**config.mk**
```make
export PLATFORM = sky130hd
export DESIGN_NAME = lns_mac_ctrl
export DESIGN_NICKNAME = d
export VERILOG_FILES = /design/src/rtl/lns_mac_ctrl.sv
export SDC_FILE = /design/constraint.sdc
export NUM_CORES = 1
export LEC_CHECK = 0
export BUFFER_PORTS_ARGS = -buffer_cell sky130_fd_sc_hd__buf_4
export CORE_MARGIN = 2
export CORE_UTILIZATION = 48
export CTS_BUF_LIST = sky130_fd_sc_hd__clkbuf_8
export CTS_CLUSTER_SIZE = 28
export DETAILED_ROUTE_END_ITERATION = 6
export GPL_TIMING_DRIVEN = 0
export MAX_ROUTING_LAYER = met4
export PLACE_DENSITY = 0.83
export SYNTH_ARGS = -nofsm -noshare
export SYNTH_HDL_FRONTEND = slang
export SYNTH_SLANG_ARGS = --single-unit
```
**constraint.sdc**
```tcl
create_clock -name clk -period 5.6 [get_ports clk]
set_input_delay 0.84 -clock clk [delete_from_list [all_inputs] [get_ports clk]]
set_output_delay 0.84 -clock clk [all_outputs]
set_load 0.05 [all_outputs]
```
**src/rtl/lns_mac_ctrl.sv**
```systemverilog
// LNS dot-product sequencer: forms log-domain products of streamed operand pairs and
// accumulates them through one shared external LNS adder, reporting sum and term count.
module lns_mac_ctrl #(
    parameter int unsigned CNT_W = 8
) (
    input  logic             clk,
    input  logic             rst,
    input  logic             in_valid,
    output logic             in_ready,
    input  logic [11:0]      in_a,
    input  logic [11:0]      in_b,
    input  logic             in_last,
    output logic             out_valid,
    input  logic             out_ready,
    output logic [11:0]      out_sum,
    output logic [CNT_W-1:0] out_count,
    output logic [11:0]      add_x,
    output logic [11:0]      add_y,
    input  logic [11:0]      add_out
);

    localparam logic [11:0]        LnsZero = 12'h400;
    localparam logic [10:0]        MagZero = 11'h400;
    localparam logic [10:0]        MagSat  = 11'h3FF;
    localparam logic signed [11:0] MagMax  = 12'sd1023;
    localparam logic signed [11:0] MagMin  = -12'sd1023;

    localparam logic [0:0] StRun  = 1'b0;
    localparam logic [0:0] StDone = 1'b1;

    logic [0:0]       state_q, state_d;
    logic             p_valid_q, p_valid_d;
    logic             p_last_q, p_last_d;
    logic [11:0]      p_reg_q, p_reg_d;
    logic [11:0]      acc_q, acc_d;
    logic [CNT_W-1:0] count_q, count_d;
    logic [11:0]      out_sum_q, out_sum_d;
    logic [CNT_W-1:0] out_count_q, out_count_d;

    logic        accept;
    logic        consume;
    logic        prod_sign;
    logic [11:0] prod_sum;
    logic [11:0] prod;

    // Log-domain multiply: add sign-extended log magnitudes, saturate high, flush low to zero.
    always_comb begin
        prod_sign = in_a[11] ^ in_b[11];
        prod_sum  = {in_a[10], in_a[10:0]} + {in_b[10], in_b[10:0]};
        if ((in_a[10:0] == MagZero) || (in_b[10:0] == MagZero)) begin
            prod = LnsZero;
        end else if ($signed(prod_sum) > MagMax) begin
            prod = {prod_sign, MagSat};
        end else if ($signed(prod_sum) < MagMin) begin
            prod = LnsZero;
        end else begin
            prod = {prod_sign, prod_sum[10:0]};
        end
    end

    assign in_ready  = (state_q == StRun) && !(p_valid_q && p_last_q);
    assign out_valid = (state_q == StDone);
    assign accept    = in_valid && in_ready;
    assign consume   = p_valid_q && (state_q == StRun);

    assign add_x     = acc_q;
    assign add_y     = p_reg_q;
    assign out_sum   = out_sum_q;
    assign out_count = out_count_q;

    always_comb begin
        state_d     = state_q;
        p_valid_d   = p_valid_q;
        p_last_d    = p_last_q;
        p_reg_d     = p_reg_q;
        acc_d       = acc_q;
        count_d     = count_q;
        out_sum_d   = out_sum_q;
        out_count_d = out_count_q;

        if (accept) begin
            p_valid_d = 1'b1;
            p_last_d  = in_last;
            p_reg_d   = prod;
        end else if (consume) begin
            p_valid_d = 1'b0;
        end

        if (consume) begin
            // Zero operands skip the adder so its result is never relied on for them.
            if (acc_q[10:0] == MagZero) begin
                acc_d = p_reg_q;
            end else if (p_reg_q[10:0] == MagZero) begin
                acc_d = acc_q;
            end else begin
                acc_d = add_out;
            end
            count_d = (count_q == {CNT_W{1'b1}}) ? count_q : count_q + CNT_W'(1);
            if (p_last_q) begin
                state_d     = StDone;
                out_sum_d   = acc_d;
                out_count_d = count_d;
            end
        end else if ((state_q == StDone) && out_ready) begin
            acc_d   = LnsZero;
            count_d = '0;
            state_d = StRun;
        end
    end

    always_ff @(posedge clk) begin
        if (rst) begin
            state_q     <= StRun;
            p_valid_q   <= 1'b0;
            p_last_q    <= 1'b0;
            p_reg_q     <= LnsZero;
            acc_q       <= LnsZero;
            count_q     <= '0;
            out_sum_q   <= LnsZero;
            out_count_q <= '0;
        end else begin
            state_q     <= state_d;
            p_valid_q   <= p_valid_d;
            p_last_q    <= p_last_d;
            p_reg_q     <= p_reg_d;
            acc_q       <= acc_d;
            count_q     <= count_d;
            out_sum_q   <= out_sum_d;
            out_count_q <= out_count_d;
        end
    end

endmodule
```
=== Word level (Yosys, flattened, before mapping) ===
Index checks and enable logic that the tools add are counted.

* Register bits after elaboration: 55
* Input port bits: 41

* Add/sub/neg operators: 2
* Magnitude comparators: 2
* Equality and inequality tests: 6
* Mux-type cells: 15
* Bitwise gates (word level): 2
* Reductions and logical operators: 11

{| class="wikitable"
|+ Operators by type and width
! cell !! count
|-
| 12-bit two-way mux || 7
|-
| 11-bit == test (second input constant) || 4
|-
| 8-bit two-way mux || 3
|-
| 11-bit by 11-bit adder with 12-bit output || 1
|-
| 12-bit by 11-bit > comparator with 1-bit output (second input constant) || 1
|-
| 12-bit by 11-bit less-than comparator with 1-bit output (second input constant) || 1
|-
| 8-bit by 1-bit adder with 8-bit output (second input constant) || 1
|-
| 8-bit == test (second input constant) || 1
|-
| 1-bit logical AND || 5
|-
| 1-bit two-way mux || 5
|-
| 2-bit AND reduction || 2
|-
| 2-bit nonzero test || 2
|-
| 2-bit != test (second input constant) || 1
|-
| 1-bit logical NOT || 1
|-
| 1-bit logical OR || 1
|-
| 1-bit NOT || 1
|-
| 1-bit XOR || 1
|}

=== Logic depth before layout (Yosys ltp) ===
* Depth in word-level cells: 5
* Mapped depth: 9
* Mapped depth without buffers: 8

=== Least setup slack after synthesis ===
No wires, ideal clock.

* Kind: input -> register
* Start: input port in_a[0]
* End: register p_reg_q[11] (netlist: add_y[11])
* Arrival: 2.605 ns
* Slack: 2.916 ns
* Stages: 9
* Cell sequence: ha_1 > fa_1 > a211oi_1 > o21ai_1 > a22oi_2 > xnor2_1 > buf_4 > o211ai_1 > a22oi_1

* Word-level cells in the longest chain between the ends: 5
* Elaborated cells on any way between the ends: 8
* Classes of those cells: add/sub: 1; order compare: 2; eq/ne: 1; mux: 3; reduce/logical: 1

{| class="wikitable"
|+ Ends and longest elaborated chain
! element !! line !! RTL
|-
| start: declaration || 10 || <nowiki>input logic [11:0] in_a,</nowiki>
|-
| 11-bit by 11-bit adder with 12-bit output || 49 || <nowiki>prod_sum = {in_a[10], in_a[10:0]} + {in_b[10], in_b[10:0]};</nowiki>
|-
| 12-bit by 11-bit less-than comparator with 1-bit output || 54 || <nowiki>end else if ($signed(prod_sum) < MagMin) begin</nowiki>
|-
| 12-bit two-way mux || 54 ||
|-
| 12-bit two-way mux || 52 || <nowiki>end else if ($signed(prod_sum) > MagMax) begin</nowiki>
|-
| 12-bit two-way mux * || 50 || <nowiki>if ((in_a[10:0] == MagZero) || (in_b[10:0] == MagZero)) begin</nowiki>
|-
| end signal: assignment || 116 || <nowiki>p_reg_q <= LnsZero;</nowiki>
|-
| end signal: assignment || 125 || <nowiki>p_reg_q <= p_reg_d;</nowiki>
|-
| end: declaration || 34 || <nowiki>logic [11:0] p_reg_q, p_reg_d;</nowiki>
|}

Every way passes the cells marked *; elsewhere a longest branch is shown, timed or not.
A chain may end at the register's enable or synchronous reset.

=== Final worst setup path ===
Ends and elaborated chain as after synthesis.

==> reports/metrics.yaml <==
gp_congestion: 0.882
synth_flop_cell: "dfxtp_1"
clock_skew_ns: 0.00678
crit_path_start_kind: "input port"
synth_cell_types: 58
ir_drop_mv: 0.191
avgSynthCellArea_sq_um: 8.27
utilization_pct: 62.4
num_vias: 3156
antenna_found_initial: 0
drcViolationCount: 0
synthCells: 373
synth-xor-area-share_pct: 3.41
maxCapViolations: 0
drt_pre_antenna_iters: 5
path_common_cell: "buf_4"
final_antenna_net_count: 0
end_kind: "flop"
cts_buffers: 5
drtIter0Drc: 164
start_util_pct: 49.1
rsz0062_at_grt: "no"
ys_warn_count: 0
core_area_sq_um: 6280
nets: 519
synth-seq-cells: 55
clkTransAtPathRegs_ns: 0.09
dp_hpwl_microns: 6620
relSlewSlack_pct: 58.8
h-tree-depth: 2
netlist_area_sq_um: 3080
crit_chain: "buf_4 -> ha_1 -> fa_1 -> a211oi_1 -> o21ai_1 -> a22oi_2 -> xnor2_1 -> buf_4 -> o211ai_1 -> a22oi_1"
worstSkewPairLatency_ns: 0.31
cts_setup_buffers: 0
synth_common_cells: "nor2_1 (61), dfxtp_1 (55), a21oi_1 (35)"
slew_viol_final: 0
cts_sinks: 55
path_buf_inv: 2
crit_family: "compound AO/OA/AOI/OAI gates"
setup_viol: 0
power_density_nw_per_um2: 309
placement.io_buffers: 85
grt-ovfl-total: 0
synthSimpleGateAreaFrac_pct: 21.0
synthAdderAreaFrac_pct: 6.25
muxShareOfSynthArea_pct: 4.91
hold_path.class: "flop to flop"
slowest_delay_ns: 0.43
worst_pin_slew_ns: 0.613
track_usage_pct: 23.9
nFillCells: 564
min_period_ns: 2.73
yosysSeqAreaShare_pct: 35.7
drive_gt1_share_pct: 24.1
synthArstFlopShare_pct: 0
synth_most_common_cell: "nor2_1"
synth_top_cell_area_share_pct: 35.7
cts_tree: "built"
final.setup.tns_ns: 0
dieArea_sq_um: 7080
ctsRootBufferMaster: "clkbuf_8"
yosysTopAreaCell: "dfxtp_1"
diodes: 0
cts_max_path_buffers: 2
crit_path_max_fanout: 10
period_share_pct: 48.7
p_leak_nw: 1.67
drt_wl_total_microns: 8220
synth-compound-area-share_pct: 25.1
grt_pass1_wl_microns: 13700
synth_edf_count: 0
via_per_inst: 5.82
die_h_microns: 84.1
worstSetupPathType: "input port to flop"
synth_fp_nets: 427
fmax_ghz: 0.367
synthTopCellsByArea: "dfxtp_1 (36%), nor2_1 (7.4%), a21oi_1 (5.7%)"
grt_max_degree: 16
fp-row-count: 29
io_pins: 87
hold_viol_final: 0
die_w_microns: 84.1
cp_data_arrival_time_ns: 2.95
post_cts_resized: 0
status: "finished, final reports clean"
cts.hold.buffers_added: 0
slowest_stage: "fa_1"
required_ns: 5.83
grt_pass1_vias: 3001
drt-wirelength-per-cell_microns: 15.2
syn_to_final_growth_pct: 27.2
synth_top_family_by_area: "compound AO/OA/AOI/OAI gates"
-- per-stage QoR --
step           hold slack (ns)  power, W  area, sq um  instances  setup slack (ns)
2_1_floorplan            0.494  0.000822         3080        373              2.92
3_3_place_gp             0.443  0.000957         3820        535              2.65
3_5_place_dp             0.466  0.000964         3820        535              2.57
4_1_cts                  0.478   0.00121         3920        542              2.89
5_1_grt                  0.492   0.00127         3920        542              2.71
6_report                 0.467   0.00121         3920        542              2.87
-- per-layer routing --
metal	wire length, microns	global-route usage [%]	up-vias
li1	-	-	1553
met1	3360	29.0	1457
met2	4050	40.5	130
met3	641	3.93	16
met4	163	7.77	0
met5	0	-	-
-- power breakdown --
part,switching (W),internal [W],total [W]
registers,0.0000378,0.000424,0.000462
logic,0.000318,0.000179,0.000497
clock network,0.000122,0.000129,0.000251
-- tightest hold or removal path, cell delays in order, from the launching register on --
cell and delay [ns]:
dfxtp_1 0.32, nand2_1 0.06, a21oi_1 0.05
-- flip-flops by register name, summed over array words and instances (netlist names) --
register	flops
add_x	12
add_y	12
out_sum	12
count_q	8
out_count	8
out_valid	1
p_last_q	1
p_valid_q	1
-- area by class of cell --
| class | instances | area, sq um | area share [%] |
|---|---|---|---|
| Clock buffer | 5 | 68.8 | 1.76 |
| Inverter | 5 | 18.8 | 0.479 |
| Buffer | 20 | 92.6 | 2.36 |
| Clock inverter | 2 | 33.8 | 0.862 |
| Tap cell | 77 | 96.3 | 2.46 |
| Timing Repair Buffer | 85 | 638 | 16.3 |
| Sequential cell | 55 | 1100 | 28.1 |
| Multi-Input combinational cell | 293 | 1870 | 47.7 |
-- layout by cell type (no fill, tap or decap), types with 2 or more instances in the layout --
master and instances:
nor4b_1 4, a22o_1 2, a22oi_1 14, a21oi_1 35, nor4_1 6, nor2b_1 3
o21ai_0 6, nand2_1 23, a31oi_1 4, xnor2_1 7, maj3_2 2, mux2i_1 14
buf_1 2, dfxtp_1 55, o211ai_1 3, nand4_1 3, a211oi_1 16, clkbuf_1 10
o2111ai_1 4, nor2_2 2, nor3_1 7, buf_4 88, o21ai_1 11, or3_1 2
a21boi_0 3, clkbuf_8 5, nor2_1 61, inv_1 6, and3_1 3, nand3_1 12
ha_1 12, or2_1 3, buf_2 5, xor2_1 5, nand2b_1 2
-- kinds of logic after synthesis --
kind of cell	Yosys count
AO/OA/AOI/OAI	114
buffers and inverters	25
flip-flops	55
multiplexers	15
XOR/XNOR	12
adder cells (fa/ha/maj)	15
AND/OR/NAND/NOR	137
-- worst paths after layout --
kind                start  cells after the start  slack (ns)            to
max reg2reg     add_y[10]                      7        3.67    out_sum[0]
max               in_a[0]                     10        2.87     add_y[11]
min reg2reg  out_count[0]                      2        0.47  out_count[0]
min          out_count[0]                      2        0.47  out_count[0]
No activity file was read; power rests on OpenSTA's default activity.
